File: src/rtl/seq_pkg.sv
// Shared types and encodings for the instruction sequencer.
package seq_pkg;

   localparam int unsigned OP_W   = 6;
   localparam int unsigned FUN_W  = 3;
   localparam int unsigned ALU_W  = 5;
   localparam int unsigned RF_N   = 4;
   localparam int unsigned ARF_N  = 3;
   localparam int unsigned T_W    = 3;

   typedef enum logic [2:0] {
      S_CLEAR, S_IDLE, S_FETCH_LO, S_FETCH_HI, S_EXEC1, S_EXEC2, S_HALT
   } state_e;

   localparam logic [OP_W-1:0] OP_BRA = 6'h00;
   localparam logic [OP_W-1:0] OP_LDI = 6'h01;
   localparam logic [OP_W-1:0] OP_LD  = 6'h02;
   localparam logic [OP_W-1:0] OP_ST  = 6'h03;
   localparam logic [OP_W-1:0] OP_ADD = 6'h04;
   localparam logic [OP_W-1:0] OP_SUB = 6'h05;
   localparam logic [OP_W-1:0] OP_AND = 6'h06;
   localparam logic [OP_W-1:0] OP_ORR = 6'h07;
   localparam logic [OP_W-1:0] OP_BNE = 6'h08;
   localparam logic [OP_W-1:0] OP_HLT = 6'h3F;

   localparam logic [FUN_W-1:0] FUN_DEC  = 3'b000;
   localparam logic [FUN_W-1:0] FUN_INC  = 3'b001;
   localparam logic [FUN_W-1:0] FUN_LOAD = 3'b010;
   localparam logic [FUN_W-1:0] FUN_CLR  = 3'b011;

   localparam logic [ALU_W-1:0] ALU_PASS_A = 5'b10000;
   localparam logic [ALU_W-1:0] ALU_ADD    = 5'b10100;
   localparam logic [ALU_W-1:0] ALU_SUB    = 5'b10110;
   localparam logic [ALU_W-1:0] ALU_AND    = 5'b10111;
   localparam logic [ALU_W-1:0] ALU_ORR    = 5'b11000;

   // Register enables are active-low; ARF bit order {PC,AR,SP}.
   localparam logic [ARF_N-1:0] ARF_EN_NONE = 3'b111;
   localparam logic [ARF_N-1:0] ARF_EN_ALL  = 3'b000;
   localparam logic [ARF_N-1:0] ARF_EN_PC   = 3'b011;
   localparam logic [ARF_N-1:0] ARF_EN_AR   = 3'b101;
   localparam logic [RF_N-1:0]  RF_EN_NONE  = 4'b1111;
   localparam logic [RF_N-1:0]  RF_EN_ALL   = 4'b0000;

   localparam logic [1:0] ARF_SEL_PC = 2'b00;
   localparam logic [1:0] ARF_SEL_AR = 2'b10;
   localparam logic [1:0] MUXA_ALU   = 2'b00;
   localparam logic [1:0] MUXA_MEM   = 2'b10;
   localparam logic [1:0] MUXA_IR    = 2'b11;
   localparam logic [1:0] MUXB_IR    = 2'b11;

   typedef struct packed {
      logic [2:0]       rf_outasel;
      logic [2:0]       rf_outbsel;
      logic [FUN_W-1:0] rf_funsel;
      logic [RF_N-1:0]  rf_regsel;
      logic [RF_N-1:0]  rf_scrsel;
      logic [ALU_W-1:0] alu_funsel;
      logic             alu_wf;
      logic [1:0]       arf_outcsel;
      logic [1:0]       arf_outdsel;
      logic [FUN_W-1:0] arf_funsel;
      logic [ARF_N-1:0] arf_regsel;
      logic             ir_lh;
      logic             ir_write;
      logic             mem_wr;
      logic             mem_cs;
      logic [1:0]       muxasel;
      logic [1:0]       muxbsel;
      logic             muxcsel;
   } ctrl_t;

   // Idle control word: nothing enabled, memory deselected, selects zero.
   function automatic ctrl_t ctrl_default();
      ctrl_t c;
      c            = '0;
      c.rf_regsel  = RF_EN_NONE;
      c.rf_scrsel  = RF_EN_NONE;
      c.arf_regsel = ARF_EN_NONE;
      c.mem_cs     = 1'b1;
      return c;
   endfunction

   // Active-low enable for RF register Rx, bit order {R1..R4}.
   function automatic logic [RF_N-1:0] rf_en(input logic [1:0] rx);
      return ~(4'b1000 >> rx);
   endfunction

endpackage

File: src/rtl/seq_decoder.sv
// Combinational control-word decode from state, instruction and flags.
module seq_decoder
   import seq_pkg::*;
(
   input  state_e      state_i,
   input  logic [15:0] ir_i,
   input  logic [3:0]  flags_i,
   output ctrl_t       ctrl_c
);

   logic [OP_W-1:0] opcode;
   logic [1:0]      rx;
   logic [1:0]      ry;
   logic            unused_bits;

   assign opcode      = ir_i[15:10];
   assign rx          = ir_i[9:8];
   assign ry          = ir_i[7:6];
   // Immediate reaches the datapath through the IR mux, not through here.
   assign unused_bits = ^{ir_i[5:0], flags_i[2:0]};

   // Moore decode of the current step into the datapath control word.
   always_comb begin
      ctrl_c = ctrl_default();
      case (state_i)
         S_CLEAR: begin
            ctrl_c.rf_funsel  = FUN_CLR;
            ctrl_c.rf_regsel  = RF_EN_ALL;
            ctrl_c.arf_funsel = FUN_CLR;
            ctrl_c.arf_regsel = ARF_EN_ALL;
         end
         S_FETCH_LO, S_FETCH_HI: begin
            ctrl_c.arf_outdsel = ARF_SEL_PC;
            ctrl_c.mem_cs      = 1'b0;
            ctrl_c.ir_write    = 1'b1;
            ctrl_c.ir_lh       = (state_i == S_FETCH_HI);
            ctrl_c.arf_funsel  = FUN_INC;
            ctrl_c.arf_regsel  = ARF_EN_PC;
         end
         S_EXEC1: begin
            case (opcode)
               OP_BRA, OP_BNE: begin
                  // BNE branches only when Z is clear.
                  if (opcode == OP_BRA || !flags_i[3]) begin
                     ctrl_c.muxbsel    = MUXB_IR;
                     ctrl_c.arf_funsel = FUN_LOAD;
                     ctrl_c.arf_regsel = ARF_EN_PC;
                  end
               end
               OP_LDI: begin
                  ctrl_c.muxasel   = MUXA_IR;
                  ctrl_c.rf_funsel = FUN_LOAD;
                  ctrl_c.rf_regsel = rf_en(rx);
               end
               OP_LD, OP_ST: begin
                  ctrl_c.muxbsel    = MUXB_IR;
                  ctrl_c.arf_funsel = FUN_LOAD;
                  ctrl_c.arf_regsel = ARF_EN_AR;
               end
               OP_ADD, OP_SUB, OP_AND, OP_ORR: begin
                  ctrl_c.rf_outasel = 3'({1'b0, rx});
                  ctrl_c.rf_outbsel = 3'({1'b0, ry});
                  ctrl_c.alu_wf     = 1'b1;
                  ctrl_c.muxasel    = MUXA_ALU;
                  ctrl_c.rf_funsel  = FUN_LOAD;
                  ctrl_c.rf_regsel  = rf_en(rx);
                  case (opcode)
                     OP_ADD:  ctrl_c.alu_funsel = ALU_ADD;
                     OP_SUB:  ctrl_c.alu_funsel = ALU_SUB;
                     OP_AND:  ctrl_c.alu_funsel = ALU_AND;
                     default: ctrl_c.alu_funsel = ALU_ORR;
                  endcase
               end
               default: ;
            endcase
         end
         S_EXEC2: begin
            case (opcode)
               OP_LD: begin
                  ctrl_c.arf_outdsel = ARF_SEL_AR;
                  ctrl_c.mem_cs      = 1'b0;
                  ctrl_c.muxasel     = MUXA_MEM;
                  ctrl_c.rf_funsel   = FUN_LOAD;
                  ctrl_c.rf_regsel   = rf_en(rx);
               end
               OP_ST: begin
                  ctrl_c.rf_outasel  = 3'({1'b0, rx});
                  ctrl_c.alu_funsel  = ALU_PASS_A;
                  ctrl_c.muxcsel     = 1'b0;
                  ctrl_c.arf_outdsel = ARF_SEL_AR;
                  ctrl_c.mem_cs      = 1'b0;
                  ctrl_c.mem_wr      = 1'b1;
               end
               default: ;
            endcase
         end
         default: ;
      endcase
   end

endmodule

File: src/rtl/instruction_sequencer.sv
// Fetch/execute sequencer: state register, step sequencing and control fan-out.
module instruction_sequencer
   import seq_pkg::*;
(
   input  logic             Clock,
   input  logic             Reset,
   input  logic             Start,
   input  logic [15:0]      IROut,
   input  logic [3:0]       Flags,
   output logic [2:0]       RF_OutASel,
   output logic [2:0]       RF_OutBSel,
   output logic [FUN_W-1:0] RF_FunSel,
   output logic [RF_N-1:0]  RF_RegSel,
   output logic [RF_N-1:0]  RF_ScrSel,
   output logic [ALU_W-1:0] ALU_FunSel,
   output logic             ALU_WF,
   output logic [1:0]       ARF_OutCSel,
   output logic [1:0]       ARF_OutDSel,
   output logic [FUN_W-1:0] ARF_FunSel,
   output logic [ARF_N-1:0] ARF_RegSel,
   output logic             IR_LH,
   output logic             IR_Write,
   output logic             Mem_WR,
   output logic             Mem_CS,
   output logic [1:0]       MuxASel,
   output logic [1:0]       MuxBSel,
   output logic             MuxCSel,
   output logic [T_W-1:0]   T,
   output logic             Halted
);

   state_e          state_q;
   state_e          state_d;
   ctrl_t           ctrl_c;
   logic [OP_W-1:0] opcode;

   assign opcode = IROut[15:10];

   // State register; reset lands in CLEAR from any state.
   always_ff @(posedge Clock) begin
      if (Reset) state_q <= S_CLEAR;
      else       state_q <= state_d;
   end

   // Step sequencing; only LD/ST need a second execute step.
   always_comb begin
      state_d = state_q;
      case (state_q)
         S_CLEAR:    state_d = S_IDLE;
         S_IDLE:     if (Start) state_d = S_FETCH_LO;
         S_FETCH_LO: state_d = S_FETCH_HI;
         S_FETCH_HI: state_d = S_EXEC1;
         S_EXEC1: begin
            if (opcode == OP_LD || opcode == OP_ST) state_d = S_EXEC2;
            else if (opcode == OP_HLT)              state_d = S_HALT;
            else                                    state_d = S_FETCH_LO;
         end
         S_EXEC2:    state_d = S_FETCH_LO;
         S_HALT:     state_d = S_HALT;
         default:    state_d = S_CLEAR;
      endcase
   end

   // One-based step number, zero outside the fetch/execute loop.
   always_comb begin
      T = 3'd0;
      case (state_q)
         S_FETCH_LO: T = 3'd1;
         S_FETCH_HI: T = 3'd2;
         S_EXEC1:    T = 3'd3;
         S_EXEC2:    T = 3'd4;
         default:    T = 3'd0;
      endcase
   end

   assign Halted = (state_q == S_HALT);

   seq_decoder u_decoder (
      .state_i (state_q),
      .ir_i    (IROut),
      .flags_i (Flags),
      .ctrl_c  (ctrl_c)
   );

   assign RF_OutASel  = ctrl_c.rf_outasel;
   assign RF_OutBSel  = ctrl_c.rf_outbsel;
   assign RF_FunSel   = ctrl_c.rf_funsel;
   assign RF_RegSel   = ctrl_c.rf_regsel;
   assign RF_ScrSel   = ctrl_c.rf_scrsel;
   assign ALU_FunSel  = ctrl_c.alu_funsel;
   assign ALU_WF      = ctrl_c.alu_wf;
   assign ARF_OutCSel = ctrl_c.arf_outcsel;
   assign ARF_OutDSel = ctrl_c.arf_outdsel;
   assign ARF_FunSel  = ctrl_c.arf_funsel;
   assign ARF_RegSel  = ctrl_c.arf_regsel;
   assign IR_LH       = ctrl_c.ir_lh;
   assign IR_Write    = ctrl_c.ir_write;
   assign Mem_WR      = ctrl_c.mem_wr;
   assign Mem_CS      = ctrl_c.mem_cs;
   assign MuxASel     = ctrl_c.muxasel;
   assign MuxBSel     = ctrl_c.muxbsel;
   assign MuxCSel     = ctrl_c.muxcsel;

endmodule

File: config.mk
export PLATFORM = sky130hd
export DESIGN_NAME = instruction_sequencer
export DESIGN_NICKNAME = d
export VERILOG_FILES = /design/src/rtl/seq_pkg.sv /design/src/rtl/seq_decoder.sv /design/src/rtl/instruction_sequencer.sv
export SDC_FILE = /design/constraint.sdc
export NUM_CORES = 1
export LEC_CHECK = 0
export CAP_MARGIN = 20
export CORE_MARGIN = 5
export CORE_UTILIZATION = 28
export DETAILED_ROUTE_END_ITERATION = 8
export GPL_TIMING_DRIVEN = 0
export PLACE_DENSITY = 0.84
export SLEW_MARGIN = 10
export SYNTH_ARGS = -nofsm -noshare
export SYNTH_HDL_FRONTEND = slang
export SYNTH_SLANG_ARGS = --single-unit
export TNS_END_PERCENT = 5
File: constraint.sdc
create_clock -name Clock -period 2 [get_ports Clock]
set_input_delay 0.3 -clock Clock [delete_from_list [all_inputs] [get_ports Clock]]
set_output_delay 0.3 -clock Clock [all_outputs]
set_load 0.02 [all_outputs]
---- Word-level counts from Yosys, hierarchy flattened ----
Index checks and enable logic that the tools add are counted.
cells by class
  equality and inequality tests ........... 16
  shift operators ......................... 1
  mux-type cells .......................... 33
  bitwise logic cells ..................... 1
  reductions and logical operators ........ 10
operators by type and width
  operator                                                          number
  6-bit by 3-bit == test with 1-bit output (second input constant)  4
  3-bit one-hot mux with 7 select lines                             1
  7-bit one-hot mux with 3 select lines                             1
  5-bit one-hot mux with 2 select lines                             2
  6-bit 2-to-1 mux                                                  3
  6-bit one-hot mux with 3 select lines                             1
  2-bit 2-to-1 mux                                                  8
  5-bit 2-to-1 mux                                                  3
  6-bit by 2-bit == test with 1-bit output (second input constant)  2
  3-bit 2-to-1 mux                                                  4
  2-bit one-hot mux with 2 select lines                             3
  3-bit one-hot mux with 4 select lines                             1
  4-bit one-hot mux with 3 select lines                             1
  3-bit == test (second input constant)                             3
  3-bit by 2-bit == test with 1-bit output (second input constant)  2
  6-bit by 1-bit == test with 1-bit output (second input constant)  1
  6-bit by 4-bit == test with 1-bit output (second input constant)  1
  6-bit == test (second input constant)                             1
  6-bit logical NOT                                                 1
  2-bit OR reduction                                                3
  5-bit OR reduction                                                1
  1-bit 2-to-1 mux                                                  4
  4-bit inverter                                                    1
  4-bit OR reduction                                                1
  7 further kinds                                                   8
storage, ports and cells
  register bits after elaboration ......... 3
  input port bits ......................... 23
  output and inout port bits .............. 46
  word-level logic and storage cells ...... 62

---- Depth between registers and ports, before layout ----
Gate-level depths: netlist (run 1).
  depth in word-level cells ............... 5
  gate-level depth with buffers ........... 6
  mapped depth without buffers ............ 4

---- Hierarchy ----
A second synthesis (run 1) with hierarchy kept.
second synthesis, totals
  cells, all modules ...................... 101
  area, all modules ....................... 699.4 µm²
by module, submodules not included
  module                 instances  cells each  area an instance (µm²)  sequential area each (µm²)
  seq_decoder            1          74          478.0                   0.0
  instruction_sequencer  1          27          221.5                   60.1

---- Worst setup path before layout (run 1) ----
No wires, ideal clock.
  kind .................................... input to output
  start point ............................. input IROut[15]
  end point ............................... output RF_OutASel[1]
  arrival ................................. 1.649 ns
  required time ........................... 1.700 ns
  slack ................................... 0.051 ns
  cell stages on the path ................. 5
  path buffers ............................ 1
  cell sequence ........................... or4b_1 > or3_1 > buf_6 > nand2_2 > and2_1
on the way
  cells in the longest elaborated chain, start to end .. 4
  elaborated cells between the ends (all ways) .. 9
  those cells by class .................... eq/ne: 5; mux: 3; reduce/logical: 1
ends and longest elaborated chain
  element                                   line                         RTL
  from (decl)                               instruction_sequencer.sv:8   input logic [15:0] IROut,
  6-bit by 3-bit == test with 1-bit output  seq_decoder.sv:41            case (opcode)
  4-bit OR reduction                        seq_decoder.sv:41
  5-bit 2-to-1 mux                          seq_decoder.sv:41
  2-bit one-hot mux with 2 select lines *   seq_decoder.sv:25            case (state_i)
  to (decl)                                 instruction_sequencer.sv:10  output logic [2:0] RF_OutASel,
Every way passes the cells marked *; elsewhere a longest branch is shown, timed or not.

---- Worst setup path after layout (run 1) ----
  start point ............................. input IROut[14]
  end point ............................... output RF_OutBSel[0]
on the way
  cells in the longest elaborated chain, start to end .. 4
  elaborated cells between the ends (all ways) .. 7
  those cells by class .................... eq/ne: 4; mux: 2; reduce/logical: 1
ends and longest elaborated chain
  element                                   line                         RTL
  6-bit by 3-bit == test with 1-bit output  seq_decoder.sv:41
  4-bit OR reduction *                      seq_decoder.sv:41
  5-bit 2-to-1 mux *                        seq_decoder.sv:41
  3-bit 2-to-1 mux *                        seq_decoder.sv:25
  to (decl)                                 instruction_sequencer.sv:11  output logic [2:0] RF_OutBSel,
Marked as above.

==> results.py, run 1 <==
metrics = {
    "detailed_routing": {
        "drtIter0Drc": 25,
        "drc": 0,
        "via_count": 983,
        "avgRoutedWirePerCell_um": 13.24,
        "avgViaCountPerCell": 5.015,
        "final_antenna_net_count": 0,
        "detail_route.wirelength_um": 2595,
        "drt-pass1-iter-count": 4,
    },
    "pwr": {
        "switching_power_of_the_nets_uw": 195.0,
        "p_sw_share_pct": 44.63,
        "max_vdd_drop_v": 0.0003282,
        "clockPowerShare_pct": 25.7,
        "power.leakage_uw": 0.0006419,
        "p_seq_share_pct": 15.9,
        "intPower_uw": 242.0,
        "p_per_area_nw_per_um2": 355.3,
        "power.combinational.fraction_pct": 58.4,
    },
    "synth": {
        "ys_dominant_reg_cell": "sky130_fd_sc_hd__dfxtp_1",
        "yosysWarnings": 0,
        "async_flop_share_pct": 0,
        "synth_area_leaders": "sky130_fd_sc_hd__buf_4 15%, sky130_fd_sc_hd__dfxtp_1 9.2%, sky130_fd_sc_hd__nor2_1 9.2%",
        "synth.top_cell.area_share_pct": 14.94,
        "synth.distinct_cells": 37,
        "netlist_top_cells_count": "16 x sky130_fd_sc_hd__nor2_1, 13 x sky130_fd_sc_hd__buf_4, 10 x sky130_fd_sc_hd__nand2_1",
        "synth_edf_count": 0,
        "synthDominantAreaCellType": "sky130_fd_sc_hd__buf_4",
        "ys_seq_area_share_pct": 9.195,
        "top_count_cell_post_synth": "sky130_fd_sc_hd__nor2_1",
        "ys_ff_latch": 3,
        "synth.cell_area_sq_um": 653.1,
        "post_synth.cell_area_avg_sq_um": 6.104,
        "post_synth_inst_count": 107,
    },
    "final_layout": {
        "final.fill_count": 218,
        "layout.area.seq_sq_um": 62.56,
        "diodes": 0,
        "largest-register": "state_q",
        "syn2layout_area_growth_pct": 88.31,
        "final_net_count": 192,
        "largest_register_ff_count": 3,
        "drive_above_1_share_pct": 39.29,
        "reg.largest.list": "state_q (3)",
        "multi_input_comb_area_sq_um": 559.3,
        "post_layout_nonfiller_instances": 196,
        "layout.core_utilization_pct": 55.60,
    },
    "global_route": {
        "overflow": 0,
        "grtUsageMet1_pct": 15.90,
        "met2_usage_pct": 27.43,
        "wire_length_of_the_first_global_routing_pass_um": 4022,
        "grt_pass1_vias": 922,
        "grt_max_degree": 11,
        "groute.usage.overall_pct": 14.98,
        "antenna_found_initial": 0,
        "use_met3_pct": 4.605,
        "grt.busiest_layer": "met2",
    },
    "clock_network": {
        "numCtsBuffers": 3,
        "h_tree_depth": 1,
        "root_buffer": "sky130_fd_sc_hd__clkbuf_4",
        "clock_latency_ns": 0.24,
        "clkSlewWorstSetupHoldPaths_ns": 0.04,
        "clock_sinks": 3,
        "cts.hold.buffers_added": 0,
        "clock_tree_from_tritoncts": "yes",
        "clk_path_buf_depth": 2,
    },
    "setup_path": {
        "worst_setup_path_end_kind": "primary output",
        "reg2reg_slack_ns": 0.85,
        "crit_path_start_kind": "primary input",
        "launch_point_of_the_critical_path": "IROut[14]",
        "timing.setup.critical_path_class": "primary input to primary output",
        "path_max_fanout": 7,
        "reg2reg_to": "state_q[2]$_SDFFE_PP0P_",
        "worst-r2r-cell-count": 3,
        "critPathRequiredTime_ns": 1.70,
        "worst-endpoint-arrival_ns": 1.72,
        "critical_path_capture_point": "RF_OutBSel[0]",
        "critical_path.reg2reg.startpoint": "state_q[1]$_SDFFE_PP0P_",
    },
    "die": {
        "fp.dieArea_sq_um": 3398,
        "initial_utilization_pct": 29.52,
        "row_count": 17,
        "fp.dieW_um": 58.30,
        "ioPinCount": 69,
        "floorplan.core_area_sq_um": 2212,
        "die_h_um": 58.30,
    },
    "job": {
        "maxcap_viol_count": 0,
    },
    "timing": {
        "fin_worst_skew_ns": 0.005074,
        "report.final.slew_viol_count": 0,
        "final_worst_slack_ns": -0.01960,
        "worst_hold_slack_ns": 0.5188,
        "fin_tns_setup_ns": -0.05059,
        "timing.final.setup_violations": 3,
        "maxClockFrequency_mhz": 495.1,
        "layout_worst_path_cycle_share_pct": 101.0,
        "report.final.hold_viol_count": 0,
        "shortest_period_the_worst_path_allows_ns": 2.020,
        "grt_setup_unrepaired": "true",
    },
    "place": {
        "dp.cells": 192,
        "routability_driven_placement_congestion_ratio": 0.8663,
        "place_hpwl_um": 2000,
        "port-buffer-count": 47,
        "pre_cts_slack_ns": -1.099,
    },
    "hold_path": {
        "hold_class": "primary input to register",
    },
    "run_status": {
        "run_status": "finished, violations left",
        "failed_checks": "setup timing",
    },
}
[logic make-up after synthesis]
| family | after synthesis | share of synthesized area, % |
|---|---|---|
| AO/OA/AOI/OAI | 21 | 20.69 |
| XOR/XNOR | 1 | 1.341 |
| buffers and inverters | 25 | 22.99 |
| flip-flops | 3 | 9.196 |
| multiplexers | 1 | 1.533 |
| other | 2 | 1.150 |
| AND/OR/NAND/NOR | 54 | 43.10 |
[power by group through the flow]
stage | clock network [uW] | logic [uW] | registers (uW)
finish | 112 | 255 | 69.5
global route | 126 | 276 | 70.0
CTS | 115 | 250 | 68.1
detailed placement | 0 | 259 | 67.7
global placement | 0 | 256 | 67.5
floorplan | 0 | 145 | 66.8
[cell type report]
class / instances / area share (%)
Buffer: 16 / 9.563
Clock buffer: 4 / 2.136
Inverter: 7 / 2.136
Multi-Input combinational cell: 89 / 45.47
Sequential cell: 3 / 5.086
Tap cell: 28 / 2.848
Timing Repair Buffer: 49 / 32.76
[through the flow]
step	area [sq um]	total power, uW
floorplan	690.7	212.3
CTS	1229	432.7
detailed placement	1196	327.0
global route	1230	471.8
finish	1230	437.0
global placement	1196	323.3
[what timing repair did]
action / in CTS / in global routing
pin swaps: 4 / 4
setup endpoints to repair: 33 / 25
buffers inserted: 1 / 1
resized for setup: 99 / 45
[worst min path at each step]
stage,from,to,slack (ns),cells after the start
final,IROut[15],state_q[2]$_SDFFE_PP0P_,0.52,5
after global routing,IROut[15],state_q[2]$_SDFFE_PP0P_,0.54,5
after CTS,state_q[0]$_SDFFE_PP0P_,state_q[2]$_SDFFE_PP0P_,0.58,2
after detailed placement,state_q[0]$_SDFFE_PP0P_,state_q[2]$_SDFFE_PP0P_,0.57,2
after global placement,state_q[0]$_SDFFE_PP0P_,state_q[2]$_SDFFE_PP0P_,0.54,2
after floorplan,Reset,state_q[1]$_SDFFE_PP0P_,0.37,1
[worst max-delay path: stages]
cell and delay [ns]:
sky130_fd_sc_hd__clkbuf_4 0.15, sky130_fd_sc_hd__or4b_4 0.55, sky130_fd_sc_hd__or3_4 0.39, sky130_fd_sc_hd__inv_2 0.09, sky130_fd_sc_hd__and2_4 0.14, sky130_fd_sc_hd__buf_6 0.11
[layout by cell type (no fill, tap or decap), types with 2 or more instances in the layout]
master                             n
sky130_fd_sc_hd__a21oi_1           7
sky130_fd_sc_hd__and2_4            3
sky130_fd_sc_hd__buf_2             7
sky130_fd_sc_hd__buf_4            21
sky130_fd_sc_hd__buf_6             3
sky130_fd_sc_hd__clkbuf_2          6
sky130_fd_sc_hd__clkbuf_4          5
sky130_fd_sc_hd__clkdlybuf4s15_2   2
sky130_fd_sc_hd__clkdlybuf4s50_1  10
sky130_fd_sc_hd__conb_1           12
sky130_fd_sc_hd__dfxtp_2           2
sky130_fd_sc_hd__dlygate4sd2_1    13
sky130_fd_sc_hd__inv_1             6
sky130_fd_sc_hd__nand2_1           9
sky130_fd_sc_hd__nand2_2           3
sky130_fd_sc_hd__nand2b_1          2
sky130_fd_sc_hd__nand4_1           2
sky130_fd_sc_hd__nor2_1           15
sky130_fd_sc_hd__nor3_1            3
sky130_fd_sc_hd__nor4_1            2
sky130_fd_sc_hd__o21ai_0           2
sky130_fd_sc_hd__o22ai_1           2
[per-layer routing]
layer,routed length (um),up-vias,share of wire [%]
met5,0,-,0
met4,25,0,0.96
met1,984,447,38
met3,251,6,9.7
li1,-,472,-
met2,1334,58,51
Note: power is estimated with default switching activity, not from simulation.
==> run 2: changes to the inputs <==
--- a/config.mk
+++ b/config.mk
@@ -10,7 +10,7 @@
 export CORE_UTILIZATION = 28
 export DETAILED_ROUTE_END_ITERATION = 8
 export GPL_TIMING_DRIVEN = 0
-export PLACE_DENSITY = 0.84
+export PLACE_DENSITY = 0.82
 export SLEW_MARGIN = 10
 export SYNTH_ARGS = -nofsm -noshare
 export SYNTH_HDL_FRONTEND = slang
==> results.py, run 2 (same netlist as run 1, synthesis figures left out) <==
metrics = {
    "final_layout": {
        "final_net_count": 192,
        "layout.cells.most_common": "sky130_fd_sc_hd__buf_4",
        "reg.largest.list": "state_q (3)",
        "largest-register": "state_q",
        "largest_register_ff_count": 3,
        "syn2layout_area_growth_pct": 90.04,
        "layout.core_utilization_pct": 56.11,
        "diodes": 0,
        "drive_above_1_share_pct": 39.88,
        "most_used_cells_in_the_layout_excluding_fill_and_tap_cells": "22 x sky130_fd_sc_hd__buf_4, 15 x sky130_fd_sc_hd__nor2_1, 12 x sky130_fd_sc_hd__conb_1",
    },
    "setup_path": {
        "critical-path-top-delay-family": "compound AO/OA/AOI/OAI gates",
        "path_max_fanout": 9,
        "worst_setup_path_end_kind": "primary output",
        "path_depth": 6,
        "critPathRequiredTime_ns": 1.70,
        "timing.setup.critical_path_class": "primary input to primary output",
        "worst-r2r-cell-count": 4,
        "worst-endpoint-arrival_ns": 1.72,
        "timing.critical_path.cells": "clkbuf_2 > nand2b_4 > a2111o_1 > o311ai_2 > o21ai_1 > buf_2",
        "path_buf_inv": 2,
        "critPathMaxStageDelay_ns": 0.49,
        "critical_path_cell_with_the_highest_stage_delay": "sky130_fd_sc_hd__a2111o_1",
        "crit_path_start_kind": "primary input",
    },
    "job": {
        "maxcap_viol_count": 0,
    },
    "pwr": {
        "power.leakage_uw": 0.0006702,
        "max_vdd_drop_v": 0.0003273,
        "p_per_area_nw_per_um2": 350.5,
        "fin_total_pwr_uw": 435.0,
    },
    "die": {
        "row_count": 17,
        "fp.dieArea_sq_um": 3398,
        "die_h_um": 58.30,
        "fp.dieW_um": 58.30,
        "floorplan.core_area_sq_um": 2212,
        "ioPinCount": 69,
        "initial_utilization_pct": 29.52,
    },
    "detailed_routing": {
        "avgViaCountPerCell": 4.806,
        "drtIter0Drc": 17,
        "drc": 0,
        "final_antenna_net_count": 0,
        "detail_route.wirelength_um": 2552,
        "drt-pass1-iter-count": 4,
        "via_count": 942,
        "avgRoutedWirePerCell_um": 13.02,
    },
    "global_route": {
        "overflow": 0,
        "antenna_found_initial": 0,
        "grt_pass1_vias": 887,
        "grt_max_degree": 11,
        "wire_length_of_the_first_global_routing_pass_um": 3974,
        "groute.usage.overall_pct": 14.26,
    },
    "clock_network": {
        "numCtsBuffers": 3,
        "cts.hold.buffers_added": 0,
        "h_tree_depth": 1,
        "root_buffer": "sky130_fd_sc_hd__clkbuf_4",
        "clkSlewWorstSetupHoldPaths_ns": 0.04,
        "clock_latency_ns": 0.24,
        "clock_sinks": 3,
        "clock_tree_from_tritoncts": "yes",
        "clk_path_buf_depth": 2,
    },
    "place": {
        "port-buffer-count": 47,
        "place_hpwl_um": 1985,
        "routability_driven_placement_congestion_ratio": 0.8582,
    },
    "run_status": {
        "run_status": "finished, violations left",
        "failed_checks": "setup timing",
    },
    "timing": {
        "report.final.slew_viol_count": 0,
        "fin_worst_skew_ns": 0.005831,
        "report.final.hold_viol_count": 0,
        "maxClockFrequency_mhz": 494.0,
        "timing.final.setup_violations": 4,
        "final_worst_slack_ns": -0.02439,
        "grt_setup_unrepaired": "true",
        "layout_worst_path_cycle_share_pct": 101.2,
        "shortest_period_the_worst_path_allows_ns": 2.024,
    },
    "hold_path": {
        "hold_class": "primary input to register",
        "worst_hold_path.num_cells": 5,
    },
}
[run 2: layout make-up]
cell class	instances	area, sq um
fill	220	970.9
multi-input combinational	89	558.0
timing repair buffer	49	412.9
buffer	16	120.1
sequential	3	62.56
tap	28	35.03
clock buffer	4	26.28
inverter	7	26.28
[run 2: per-layer routing]
layer  up-vias  global-route usage (%)  wire length [um]
met5         -                       0                 0
met2        50                   24.24              1233
met4         0                   3.311                55
li1        469                       -                 -
met3         6                   5.921               266
met1       417                   16.56               996
[run 2: worst paths after layout]
check	start	endpoint	slack, ns
setup / recovery	IROut[11]	RF_RegSel[2]	-0.02
hold / removal	IROut[15]	state_q[2]$_SDFFE_PP0P_	0.53
setup reg to reg	state_q[0]$_SDFFE_PP0P_	state_q[1]$_SDFFE_PP0P_	0.86
hold reg to reg	state_q[0]$_SDFFE_PP0P_	state_q[2]$_SDFFE_PP0P_	0.61
[run 2: report_power, final]
part	leakage, uW	switching, uW	internal, uW
combinational	0.000630	151	106
sequential	0.0000256	5.39	64.2
clock	0.0000150	33.4	74.9
total	0.000670	190	245
[run 2: stage by stage]
| stage | hold slack [ns] | std cells | instance area [sq um] | worst slack, ns | setup TNS (ns) |
|---|---|---|---|---|---|
| detailed placement | 0.5677 | 192 | 1196 | -1.060 | -20.57 |
| floorplan | 0.3691 | 117 | 690.7 | 0.05059 | 0 |
| global route | 0.5805 | 196 | 1241 | -0.09603 | -0.2771 |
| finish | 0.5293 | 196 | 1241 | -0.02439 | -0.04349 |
| global placement | 0.5456 | 192 | 1196 | -1.009 | -20.09 |
| CTS | 0.5162 | 197 | 1220 | -0.2140 | -1.113 |
[run 2: timing repair]
item / in CTS / in global routing
gates resized for setup: 111 / 34
buffers inserted: 2 / 0
endpoints found under the setup margin: 33 / 23
pin swaps: 4 / 2
[run 2: worst min-delay path, stage by stage]
cell                       delay, ns
sky130_fd_sc_hd__buf_2          0.14
sky130_fd_sc_hd__nand4_1        0.07
sky130_fd_sc_hd__nor2_1         0.04
sky130_fd_sc_hd__nor2_1         0.09
sky130_fd_sc_hd__a221oi_1       0.08
==> run 3: changes to the inputs <==
--- a/config.mk
+++ b/config.mk
@@ -10,7 +10,7 @@
 export CORE_UTILIZATION = 28
 export DETAILED_ROUTE_END_ITERATION = 8
 export GPL_TIMING_DRIVEN = 0
-export PLACE_DENSITY = 0.82
+export PLACE_DENSITY = 0.81
 export SLEW_MARGIN = 10
 export SYNTH_ARGS = -nofsm -noshare
 export SYNTH_HDL_FRONTEND = slang
==> results.py, run 3 (same netlist as run 1, synthesis figures left out) <==
metrics = {
    "detailed_routing": {
        "avgRoutedWirePerCell_um": 12.99,
        "drtIter0Drc": 23,
        "detail_route.wirelength_um": 2546,
        "drt-pass1-iter-count": 4,
        "drc": 0,
        "final_antenna_net_count": 0,
        "avgViaCountPerCell": 4.883,
        "via_count": 957,
    },
    "global_route": {
        "groute.usage.overall_pct": 13.82,
        "met2_usage_pct": 25.68,
        "grtUsageMet1_pct": 14.49,
        "wire_length_of_the_first_global_routing_pass_um": 3808,
        "grt_max_degree": 11,
        "grt_pass1_vias": 898,
        "antenna_found_initial": 0,
        "use_met3_pct": 5.044,
        "overflow": 0,
        "grt.busiest_layer": "met2",
    },
    "clock_network": {
        "clock_sinks": 3,
        "cts.hold.buffers_added": 0,
        "clkSlewWorstSetupHoldPaths_ns": 0.04,
        "numCtsBuffers": 3,
        "clock_tree_from_tritoncts": "yes",
        "root_buffer": "sky130_fd_sc_hd__clkbuf_4",
        "clk_path_buf_depth": 2,
        "clock_latency_ns": 0.24,
        "h_tree_depth": 1,
    },
    "timing": {
        "grt_setup_unrepaired": "true",
        "timing.final.setup_violations": 8,
        "fin_worst_skew_ns": 0.005949,
        "report.final.slew_viol_count": 0,
        "layout_worst_path_cycle_share_pct": 102.6,
        "shortest_period_the_worst_path_allows_ns": 2.052,
        "maxClockFrequency_mhz": 487.2,
        "final_worst_slack_ns": -0.05242,
        "report.final.hold_viol_count": 0,
    },
    "die": {
        "floorplan.core_area_sq_um": 2212,
        "ioPinCount": 69,
        "fp.dieW_um": 58.30,
        "initial_utilization_pct": 29.52,
        "fp.dieArea_sq_um": 3398,
        "die_h_um": 58.30,
        "row_count": 17,
    },
    "final_layout": {
        "multi_input_comb_area_sq_um": 555.5,
        "final.fill_count": 224,
        "reg.largest.list": "state_q (3)",
        "final_design_area_excluding_fillers_sq_um": 1250,
        "largest-register": "state_q",
        "final_net_count": 192,
        "syn2layout_area_growth_pct": 91.38,
        "diodes": 0,
        "layout.area.seq_sq_um": 62.56,
        "drive_above_1_share_pct": 39.88,
        "layout.core_utilization_pct": 56.50,
        "layout.cells.most_common": "sky130_fd_sc_hd__buf_4",
        "most_used_cells_in_the_layout_excluding_fill_and_tap_cells": "20 x sky130_fd_sc_hd__buf_4, 15 x sky130_fd_sc_hd__nor2_1, 12 x sky130_fd_sc_hd__conb_1, 12 x sky130_fd_sc_hd__dlygate4sd2_1, 10 x sky130_fd_sc_hd__clkdlybuf4s50_1",
        "largest_register_ff_count": 3,
    },
    "setup_path": {
        "timing.setup.critical_path_class": "primary input to primary output",
        "crit_path_start_kind": "primary input",
        "worst_setup_path_end_kind": "primary output",
        "critPathRequiredTime_ns": 1.70,
        "worst-endpoint-arrival_ns": 1.75,
        "path_max_fanout": 7,
    },
    "place": {
        "dpl-instance-area_sq_um": 1196,
        "routability_driven_placement_congestion_ratio": 0.8424,
        "port-buffer-count": 47,
        "pre_cts_slack_ns": -1.137,
        "place_hpwl_um": 1999,
    },
    "run_status": {
        "run_status": "finished, violations left",
        "failed_checks": "setup timing",
    },
    "pwr": {
        "p_per_area_nw_per_um2": 347.7,
        "power.leakage_uw": 0.0006413,
        "max_vdd_drop_v": 0.0003400,
    },
    "hold_path": {
        "hold_class": "primary input to register",
    },
    "job": {
        "maxcap_viol_count": 0,
    },
}
==> run 3: cell types whose count changed in the layout (fill, tap and decap cells not counted), sizes merged <==
cell	before	now
dlygate4sd2	11	12
dlymetal6s2s	3	1
clkdlybuf4s15	3	2
clkbuf	10	11
clkdlybuf4s50	9	10
==> run 3: stage by stage <==
| stage | hold slack [ns] | setup TNS (ns) | total power (uW) | std cells |
|---|---|---|---|---|
| after floorplan | 0.3691 | 0 | 212.3 | 117 |
| after global placement | 0.5438 | -19.94 | 323.5 | 192 |
| after detailed placement | 0.5725 | -20.64 | 327.8 | 192 |
| after CTS | 0.5653 | -2.525 | 429.4 | 196 |
| after global routing | 0.5141 | -0.6401 | 465.0 | 196 |
| final | 0.4866 | -0.2318 | 434.6 | 196 |
==> run 3: path summary, 6_finish.rpt <==
| path | start | end | slack, ns | cells after the start |
|---|---|---|---|---|
| max | IROut[14] | RF_OutASel[1] | -0.05 | 7 |
| min | IROut[15] | state_q[2]$_SDFFE_PP0P_ | 0.49 | 4 |
| max reg2reg | state_q[0]$_SDFFE_PP0P_ | state_q[1]$_SDFFE_PP0P_ | 0.84 | 4 |
| min reg2reg | state_q[0]$_SDFFE_PP0P_ | state_q[2]$_SDFFE_PP0P_ | 0.58 | 2 |
==> run 3: critical path: stages <==
cell and delay, ns:
sky130_fd_sc_hd__buf_6 0.11, sky130_fd_sc_hd__or4b_4 0.52, sky130_fd_sc_hd__or3_1 0.37, sky130_fd_sc_hd__buf_6 0.15, sky130_fd_sc_hd__nand2_4 0.05, sky130_fd_sc_hd__and2_4 0.14
sky130_fd_sc_hd__buf_6 0.11
==> run 3: layer usage <==
layer / vias to the layer above / wire (um) / part of all wire (%)
li1: 470 / - / -
met1: 428 / 966 / 38
met2: 53 / 1288 / 51
met3: 6 / 257 / 10
met4: 0 / 34 / 1.3
met5: - / 0 / 0
==> run 3: power by group <==
group / switching, uW / leakage (uW) / internal, uW
combinational: 152 / 0.000601 / 104
clock: 34.3 / 0.0000150 / 74.9
sequential: 5.07 / 0.0000256 / 64.2
total: 191 / 0.000641 / 244
==> run 3: repair_timing <==
item | CTS | global route
cloned | 0 | 0
resized for setup | 108 | 49
endpoints found under the setup margin | 33 | 26
pin swaps | 2 | 4
setup buffers | 1 | 0
==> run 3: area by class of cell <==
| type | instances | share of cell area (%) |
|---|---|---|
| Clock buffer | 4 | 2.102 |
| Buffer | 17 | 10.51 |
| Inverter | 7 | 2.302 |
| Sequential cell | 3 | 5.005 |
| Multi-Input combinational cell | 89 | 44.44 |
| Timing Repair Buffer | 48 | 32.83 |
| Tap cell | 28 | 2.803 |
